**src/rtl/multicycle_control_unit.sv**
```systemverilog
// Multicycle control unit for the 64-bit RISC-V datapath.
// Steps every instruction through fetch, decode, execute, memory, write-back
// and PC update. All datapath strobes and selects come from registers, so
// every output is a clean Moore function of the FSM.
module multicycle_control_unit (
    input  logic        clk,
    input  logic        reset,
    input  logic [31:0] saida_IR,
    input  logic        BEQ,
    input  logic        BNE,
    input  logic        BGE,
    input  logic        BLT,
    input  logic        BGEU,
    input  logic        BLTU,
    output logic        we,
    output logic        we_ram,
    output logic        load_PC,
    output logic        load_IR,
    output logic        decisor0,
    output logic        decisor1,
    output logic        decisor2,
    output logic        decisor3,
    output logic        decisor4,
    output logic        decisor5,
    output logic        decisor6,
    output logic        somador_subtrator,
    output logic        halted,
    output logic        illegal,
    output logic [31:0] instr_count,
    output logic [2:0]  state
);

    typedef enum logic [2:0] {
        S_RST    = 3'd0,
        S_INIT   = 3'd1,
        S_FETCH  = 3'd2,
        S_DECODE = 3'd3,
        S_EXEC   = 3'd4,
        S_MEM    = 3'd5,
        S_WB     = 3'd6,
        S_NEXT   = 3'd7
    } state_t;

    typedef enum logic [2:0] {
        CLS_ALU    = 3'd0,
        CLS_ALUI   = 3'd1,
        CLS_LOAD   = 3'd2,
        CLS_STORE  = 3'd3,
        CLS_BRANCH = 3'd4,
        CLS_AUIPC  = 3'd5,
        CLS_JAL    = 3'd6,
        CLS_JALR   = 3'd7
    } class_t;

    state_t      state_q;
    class_t      class_q;
    class_t      class_d;
    logic        legal_d;
    logic [2:0]  funct3_q;
    logic        takenSel;

    logic        we_q;
    logic        weRam_q;
    logic        loadPc_q;
    logic        loadIr_q;
    logic        d0_q;
    logic        d1_q;
    logic        d2_q;
    logic        d3_q;
    logic        d4_q;
    logic        d5_q;
    logic        d6_q;
    logic        sub_q;
    logic        halted_q;
    logic        illegal_q;
    logic [31:0] count_q;

    logic [6:0]  opcode;
    logic [2:0]  funct3;
    logic [4:0]  rd;
    logic [4:0]  rs1;
    logic        unusedIr;

    assign opcode   = saida_IR[6:0];
    assign rd       = saida_IR[11:7];
    assign funct3   = saida_IR[14:12];
    assign rs1      = saida_IR[19:15];
    // Immediate and rs2 bits belong to the datapath, not to sequencing.
    assign unusedIr = ^{saida_IR[31], saida_IR[29:20]};

    // Classify the instruction register and flag anything we cannot sequence.
    always_comb begin
        legal_d = 1'b1;
        class_d = CLS_ALU;
        case (opcode)
            7'b0110011: begin class_d = CLS_ALU;    legal_d = (funct3 == 3'b000); end
            7'b0010011: begin class_d = CLS_ALUI;   legal_d = (funct3 == 3'b000); end
            7'b0000011: begin class_d = CLS_LOAD;   legal_d = (funct3 == 3'b011); end
            7'b0100011: begin class_d = CLS_STORE;  legal_d = (funct3 == 3'b011); end
            7'b1100011: begin
                class_d = CLS_BRANCH;
                legal_d = (funct3 != 3'b010) && (funct3 != 3'b011);
            end
            7'b0010111: class_d = CLS_AUIPC;
            7'b1101111: class_d = CLS_JAL;
            7'b1100111: begin
                // Linking into the base register would destroy the target base.
                class_d = CLS_JALR;
                legal_d = !((rd == rs1) && (rd != 5'd0));
            end
            default:    legal_d = 1'b0;
        endcase
    end

    // Pick the comparator flag that the latched branch funct3 refers to.
    always_comb begin
        takenSel = 1'b0;
        case (funct3_q)
            3'b000:  takenSel = BEQ;
            3'b001:  takenSel = BNE;
            3'b100:  takenSel = BLT;
            3'b101:  takenSel = BGE;
            3'b110:  takenSel = BLTU;
            3'b111:  takenSel = BGEU;
            default: takenSel = 1'b0;
        endcase
    end

    // Sequencer: each transition also loads the outputs of the state being entered.
    always_ff @(posedge clk) begin
        if (reset) begin
            state_q   <= S_RST;
            class_q   <= CLS_ALU;
            funct3_q  <= 3'b000;
            we_q      <= 1'b0;
            weRam_q   <= 1'b0;
            loadPc_q  <= 1'b0;
            loadIr_q  <= 1'b0;
            d0_q      <= 1'b0;
            d1_q      <= 1'b0;
            d2_q      <= 1'b0;
            d3_q      <= 1'b0;
            d4_q      <= 1'b0;
            d5_q      <= 1'b1;
            d6_q      <= 1'b0;
            sub_q     <= 1'b0;
            halted_q  <= 1'b0;
            illegal_q <= 1'b0;
            count_q   <= 32'd0;
        end else begin
            we_q     <= 1'b0;
            weRam_q  <= 1'b0;
            loadPc_q <= 1'b0;
            loadIr_q <= 1'b0;
            case (state_q)
                S_RST: begin
                    if (!halted_q) begin
                        state_q  <= S_INIT;
                        loadPc_q <= 1'b1;
                    end
                end
                S_INIT: begin
                    state_q  <= S_FETCH;
                    loadIr_q <= 1'b1;
                end
                S_FETCH: begin
                    state_q <= S_DECODE;
                end
                S_DECODE: begin
                    if (legal_d) begin
                        state_q  <= S_EXEC;
                        class_q  <= class_d;
                        funct3_q <= funct3;
                        d0_q     <= (class_d == CLS_ALUI) || (class_d == CLS_LOAD) ||
                                    (class_d == CLS_STORE);
                        d1_q     <= (class_d == CLS_ALUI) || (class_d == CLS_LOAD);
                        d2_q     <= (class_d == CLS_LOAD);
                        d3_q     <= 1'b0;
                        d4_q     <= (class_d == CLS_AUIPC);
                        d5_q     <= !(class_d inside {CLS_AUIPC, CLS_JAL, CLS_JALR});
                        d6_q     <= 1'b0;
                        sub_q    <= ((class_d == CLS_ALU) && saida_IR[30]) ||
                                    (class_d == CLS_BRANCH);
                    end else begin
                        state_q   <= S_RST;
                        halted_q  <= 1'b1;
                        illegal_q <= 1'b1;
                    end
                end
                S_EXEC: begin
                    case (class_q)
                        CLS_LOAD: begin
                            state_q <= S_MEM;
                        end
                        CLS_STORE: begin
                            state_q <= S_MEM;
                            weRam_q <= 1'b1;
                        end
                        CLS_BRANCH: begin
                            state_q  <= S_NEXT;
                            loadPc_q <= 1'b1;
                            d3_q     <= 1'b1;
                            d4_q     <= takenSel;
                        end
                        default: begin
                            state_q <= S_WB;
                            we_q    <= 1'b1;
                        end
                    endcase
                end
                S_MEM: begin
                    if (class_q == CLS_LOAD) begin
                        state_q <= S_WB;
                        we_q    <= 1'b1;
                    end else begin
                        state_q  <= S_NEXT;
                        loadPc_q <= 1'b1;
                        d3_q     <= 1'b1;
                    end
                end
                S_WB: begin
                    state_q  <= S_NEXT;
                    loadPc_q <= 1'b1;
                    d3_q     <= 1'b1;
                    d4_q     <= (class_q == CLS_JAL) || (class_q == CLS_JALR);
                    d6_q     <= (class_q == CLS_JALR);
                end
                S_NEXT: begin
                    state_q  <= S_FETCH;
                    loadIr_q <= 1'b1;
                    count_q  <= count_q + 32'd1;
                    d0_q     <= 1'b0;
                    d1_q     <= 1'b0;
                    d2_q     <= 1'b0;
                    d3_q     <= 1'b0;
                    d4_q     <= 1'b0;
                    d5_q     <= 1'b1;
                    d6_q     <= 1'b0;
                    sub_q    <= 1'b0;
                end
                default: begin
                    state_q <= S_RST;
                end
            endcase
        end
    end

    assign we                = we_q;
    assign we_ram            = weRam_q;
    assign load_PC           = loadPc_q;
    assign load_IR           = loadIr_q;
    assign decisor0          = d0_q;
    assign decisor1          = d1_q;
    assign decisor2          = d2_q;
    assign decisor3          = d3_q;
    assign decisor4          = d4_q;
    assign decisor5          = d5_q;
    assign decisor6          = d6_q;
    assign somador_subtrator = sub_q;
    assign halted            = halted_q;
    assign illegal           = illegal_q;
    assign instr_count       = count_q;
    assign state             = state_q;

endmodule

```
**config.mk**
```make
export PLATFORM = sky130hd
export DESIGN_NAME = multicycle_control_unit
export DESIGN_NICKNAME = d
export VERILOG_FILES = /design/src/rtl/multicycle_control_unit.sv
export SDC_FILE = /design/constraint.sdc
export NUM_CORES = 1
export LEC_CHECK = 0
export ABC_AREA = 1
export BUFFER_PORTS_ARGS = -buffer_cell sky130_fd_sc_hd__buf_4
export CAP_MARGIN = 0
export CELL_PAD_IN_SITES_DETAIL_PLACEMENT = 1
export CELL_PAD_IN_SITES_GLOBAL_PLACEMENT = 2
export CORE_UTILIZATION = 27
export CTS_CLUSTER_SIZE = 12
export DETAILED_ROUTE_END_ITERATION = 8
export PLACE_DENSITY_LB_ADDON = 0.1
export RECOVER_POWER = 25
export SLEW_MARGIN = 20
export SYNTH_ARGS = -nofsm -noshare
export SYNTH_HDL_FRONTEND = slang
export SYNTH_SLANG_ARGS = --single-unit
```
**constraint.sdc**
```tcl
create_clock -name clk -period 1.9 [get_ports clk]
set_input_delay 0.475 -clock clk [delete_from_list [all_inputs] [get_ports clk]]
set_output_delay 0.475 -clock clk [all_outputs]
set_load 0.1 [all_outputs]
```
Yosys cells after proc, flatten, opt, wreduce, memory -nomap -nowiden
Index checks and enable logic that the tools add are counted.

word-level totals
  output and inout bits = 49
  ROM bits = 0
  RAM bits = 0
  flip-flop bits (word level) = 54
  bits of input ports = 40
  memories = 0
  bits in latches = 0

cells by class
  multipliers = 0
  bitwise logic cells = 2
  equal/unequal tests = 40
  shifts and indexed selects = 0
  order comparisons = 0
  reduce and logical (&&, ||, !) cells = 32
  divide/modulo/power cells = 0
  muxes and demuxes = 35
  add/subtract/negate cells = 1

operators with widths
  kind                   count
  $eq 3x3->1 const B     15
  $pmux 3 s7             2
  $add 32x1->32 const B  1
  $eq 3x2->1 const B     7
  $eq 7x7->1 const B     3
  $mux 1                 18
  $eq 7x5->1 const B     2
  $eq 7x6->1 const B     2
  $logic_not 3->1        4
  $pmux 1 s2             6
  $reduce_or 2->1        6
  $pmux 1 s5             2
  $reduce_bool 5->1      2
  $eq 3x1->1 const B     3
  $ne 2x2->1 const B     4
  $pmux 1 s4             2
  $reduce_and 2->1       4
  $eq 7x2->1 const B     1
  $mux 3                 2
  $ne 3x2->1 const B     2
  $pmux 1 s6             1
  $reduce_bool 3->1      2
  $eq 5x5->1             1
  $logic_or 1x1->1       4
  other kinds (10)       14

Longest topological paths before layout
  depth in word-level cells = 7
  gate-level depth with buffers = 12

Worst setup path before layout
OpenSTA, ideal clock, no wires.

  path type = reg-to-reg
  from = reg count_q[0], in the netlist instr_count[0]
  to = reg count_q[19], in the netlist instr_count[19]
  clock period less this slack = 2.321 ns
  stages on the path, launching flop included = 9
  setup slack = -0.421 ns
  data arrival time = 2.251 ns
  library setup time = 0.070 ns
  path buffers = 0
  cells stage by stage = dfxtp_1 > nand3_1 > nor2_8 > nand4_4 > nor2_4 > nand2_2 > clkinv_1 > nand2_1 > a21oi_1

on the way
  cells in the longest elaborated chain, start to end = 1

RTL lines
  what                    line  RTL
  start, declared         76    logic [31:0] count_q;
  start signal, assigned  231   count_q <= count_q + 32'd1;
  $add 32x1->32           231

No other way between the ends.
A chain may end at the register's enable or synchronous reset.

Worst setup path after layout
  from = reg count_q[0], in the netlist instr_count[0]
  to = reg count_q[24], in the netlist instr_count[24]

The elaborated chain is that of the path after synthesis.

==> reports/qor.csv <==
stage;metric;value;unit
final_layout;insertedDiodeCount;0;
cts;clock_sinks;54;
placement;place_area;3920;um^2
synth;postSynthAreaPerCell;6.54;um^2
route;ant_nets;0;
synth;yosysMostFrequentCell;nand2_1;
timing;hold_viol_final;0;
synth;synth_fa_ha_area_share;0.405;%
cts;htree_levels;2;
run;drv_cap;0;
setup_path;worstPathCellList;ha_2 -> inv_1 -> nor2_4 -> nand2_4 -> nor2_4 -> nand2_4 -> nor3_4 -> nand2_2 -> nand2_1 -> nand2_1 -> nor2_1;
synth;synth_cells;472;
setup_path;crit_family;simple AND/OR/NAND/NOR gates;
timing;slew_viol_final;0;
placement;hpwlAfterDp;7700;um
setup_path;crit_arrival;1.97;ns
timing;setup-violations-final;0;
power;p_leak;0.00185;uW
setup_path;cp-start-kind;flop;
global_route;grt_pass1_wl;16200;um
timing;worstMarginPinSlew;0.552;ns
floorplanning;dieArea;11900;um^2
global_route;grt_pass1_vias;3410;
route;drtPass1Iterations;4;
synth;synth_edf_count;0;
floorplanning;fp.coreArea;11000;um^2
power;ir_worst_vdd;501;uV
synth;synth_top_family_by_area;simple AND/OR/NAND/NOR gates;
synth;ys.flop_type;dfxtp_1;
setup_path;cp.required;2.15;ns
final_layout;fill_cells;1439;
setup_path;end_kind;flop;
floorplanning;fp.dieW;109;um
timing;post-route-period-util;90.9;%
cts;cts_buffers;5;
global_route;antenna_found_initial;0;
cts;clk_pin_slew;0.07;ns
power;power_density;617;nW/um^2
cts;clock_latency;0.31;ns
synth;yosysTopAreaCell;dfxtp_1;
synth;yosys_warnings;0;
final_layout;drive_gt1_share;26.2;%
synth;synth_fp_nets;513;
power;p_int;1860;uW
setup_path;max_stage_delay;0.37;ns
global_route;grt_util_all_layers;17.6;%
synth;seq_area_frac_synth;35.0;%
timing;holdWs;0.442;ns
timing;rsz0062_at_grt;false;
cts;clockRootBuffer;clkbuf_16;
final_layout;stdcell_area;4080;um^2
floorplanning;start_util;28.1;%
floorplanning;row_count;38;
synth;async_flop_share;0;%
placement;gp_congestion;0.775;
floorplanning;fp.dieH;109;um
final_layout;fin_cells;702;
route;drt_iter0_markers;90;
worst_hold_path;hold_path_class;primary input to flop;
timing;maxSlewHeadroom;63.3;%
setup_path;crit_fanout;4;
cts;cts_tree;done;
setup_path;path_class;flop to flop;
power;clockPowerShare;42.5;%
power;power_switching;657;uW
status;outcome;finished clean;
setup_path;critPathBufInv;1;
power;combinationalPowerShare;11.7;%
timing;fin_skew;0.00696;ns
floorplanning;io_pins;89;
placement;numPlacedInstances;692;
setup_path;cp_slowest_cell;dfxtp_4;
cts;hold_buffers;0;
synth;synth_simple_gate_area_share;41.7;%
power;switching_share;26.1;%
route;routed_wl;9610;um
synth;synth.distinct_cells;35;
synth;synth_top_area_share;35.0;%
route;vias;3335;
synth;netlist_top_cells_area;dfxtp_1, nand2_1, nor2_1;
final_layout;area_growth;31.9;%
global_route;grt_max_degree;20;
synth;synth_mux_area_share;0;%
synth;ys_seq_elements;54;
synth;synth-xor-area-share;0.851;%
timing;max_freq;579;MHz
cts;clk_path_buf_depth;2;
synth;synth_common_cells;nand2_1, nor2_1, inv_1, dfxtp_1, a21oi_1;
synth;syn-cell-area;3090;um^2
power;seqPwrFrac;45.8;%
synth;synth_compound_area_share;13.0;%
final_layout;nets;602;
placement;portBuffers;77;
route;drc;0;
timing;fin_crit;1.73;ns
route;via_per_inst;4.75;
route;routedWlPerCell;13.7;um
global_route;grt_overflow;0;
==> cell families (layout without fill, tap and decap cells) <==
group	after synthesis	in the layout
buf+inv	69	159
xor+xnor	3	3
flops	54	54
simple gates	272	272
fa+ha+maj	1	1
compound gates	73	73
==> final cells by class <==
type	instances	area, um^2	share of cell area (%)
Tap cell	140	175	4.30
Multi-Input combinational cell	349	1740	42.7
Clock inverter	2	37.5	0.921
Timing Repair Buffer	91	643	15.8
Sequential cell	54	1120	27.6
Inverter	60	225	5.53
Clock buffer	6	129	3.16
==> metal layers <==
layer,part of all wire (%),up-vias,GRT usage (%)
met5,0,-,0
met3,3.4,6,3.41
met2,46,52,29.2
li1,-,1708,-
met4,0.75,0,3.76
met1,49,1569,23.4
==> flip-flops by register name, indices dropped and copies added, names as in the netlist <==
name               flops
illegal                1
decisor4               1
decisor6               1
load_IR                1
funct3_q               3
decisor3               1
state                  3
load_PC                1
decisor5               1
instr_count           32
decisor0               1
decisor2               1
class_q                3
decisor1               1
somador_subtrator      1
we                     1
we_ram                 1
==> through the flow <==
stage	setup TNS (ns)	worst slack, ns	power (uW)	util, %
after floorplan	0	0.0127	1370	-
after global placement	0	0.0283	1470	35.7
after detailed placement	-0.0228	-0.0159	1480	35.7
after CTS	0	0.0786	2570	37.2
after global routing	0	0.0116	2630	37.1
final	0	0.174	2510	37.1
==> cells in the final DEF (no fill, tap or decap), drive strengths merged <==
cell      synthesis  layout
nand3            35      35
a211oi            1       1
ha                1       1
dfxtp            54      54
nor4              1       1
a21boi            1       1
nand2           115     115
clkbuf            4      21
clkinv            2       2
nand3b            3       3
o21a              4       4
a31oi             1       1
o211ai            1       1
o21ai            19      19
and3              2       2
a21oi            42      42
nand4            13      13
o22ai             1       1
o31ai             3       3
nor3             22      22
nor2             81      81
buf               5      76
xor2              3       3
inv              58      58
bufinv            0       1
clkinvlp          0       1
==> worst reg2reg max path: cells and delay by family, from the launching register on <==
| family | cells | cell delay (ns) |
|---|---|---|
| AND/OR/NAND/NOR | 9 | 1.05 |
| buffers and inverters | 1 | 0.07 |
| flip-flops | 1 | 0.37 |
| adder cells (fa/ha/maj) | 1 | 0.20 |
==> path summary, 6_finish.rpt <==
check | cells past startpoint | to | slack (ns) | start
min | 2 | decisor2$_SDFFE_PP0P_ | 0.44 | reset
max reg2reg | 11 | instr_count[24]$_SDFFE_PP0P_ | 0.17 | instr_count[0]$_SDFFE_PP0P_
max | 11 | instr_count[24]$_SDFFE_PP0P_ | 0.17 | instr_count[0]$_SDFFE_PP0P_
min reg2reg | 2 | decisor3$_SDFFE_PP0P_ | 0.45 | decisor3$_SDFFE_PP0P_
==> power groups by stage <==
stage                     registers [uW]  logic [uW]  clock network (uW)
after floorplan                     1260         103                   0
final                               1150         294                1070
after CTS                           1150         302                1110
after detailed placement            1180         301                   0
after global routing                1150         322                1150
after global placement              1180         296                   0
==> timing repair <==
item,in CTS,in global routing
resized for setup,0,4
buffers inserted,0,2
hold endpoints to repair,0,0
setup endpoints to repair,0,3
Note: power is estimated with default switching activity, not from simulation.
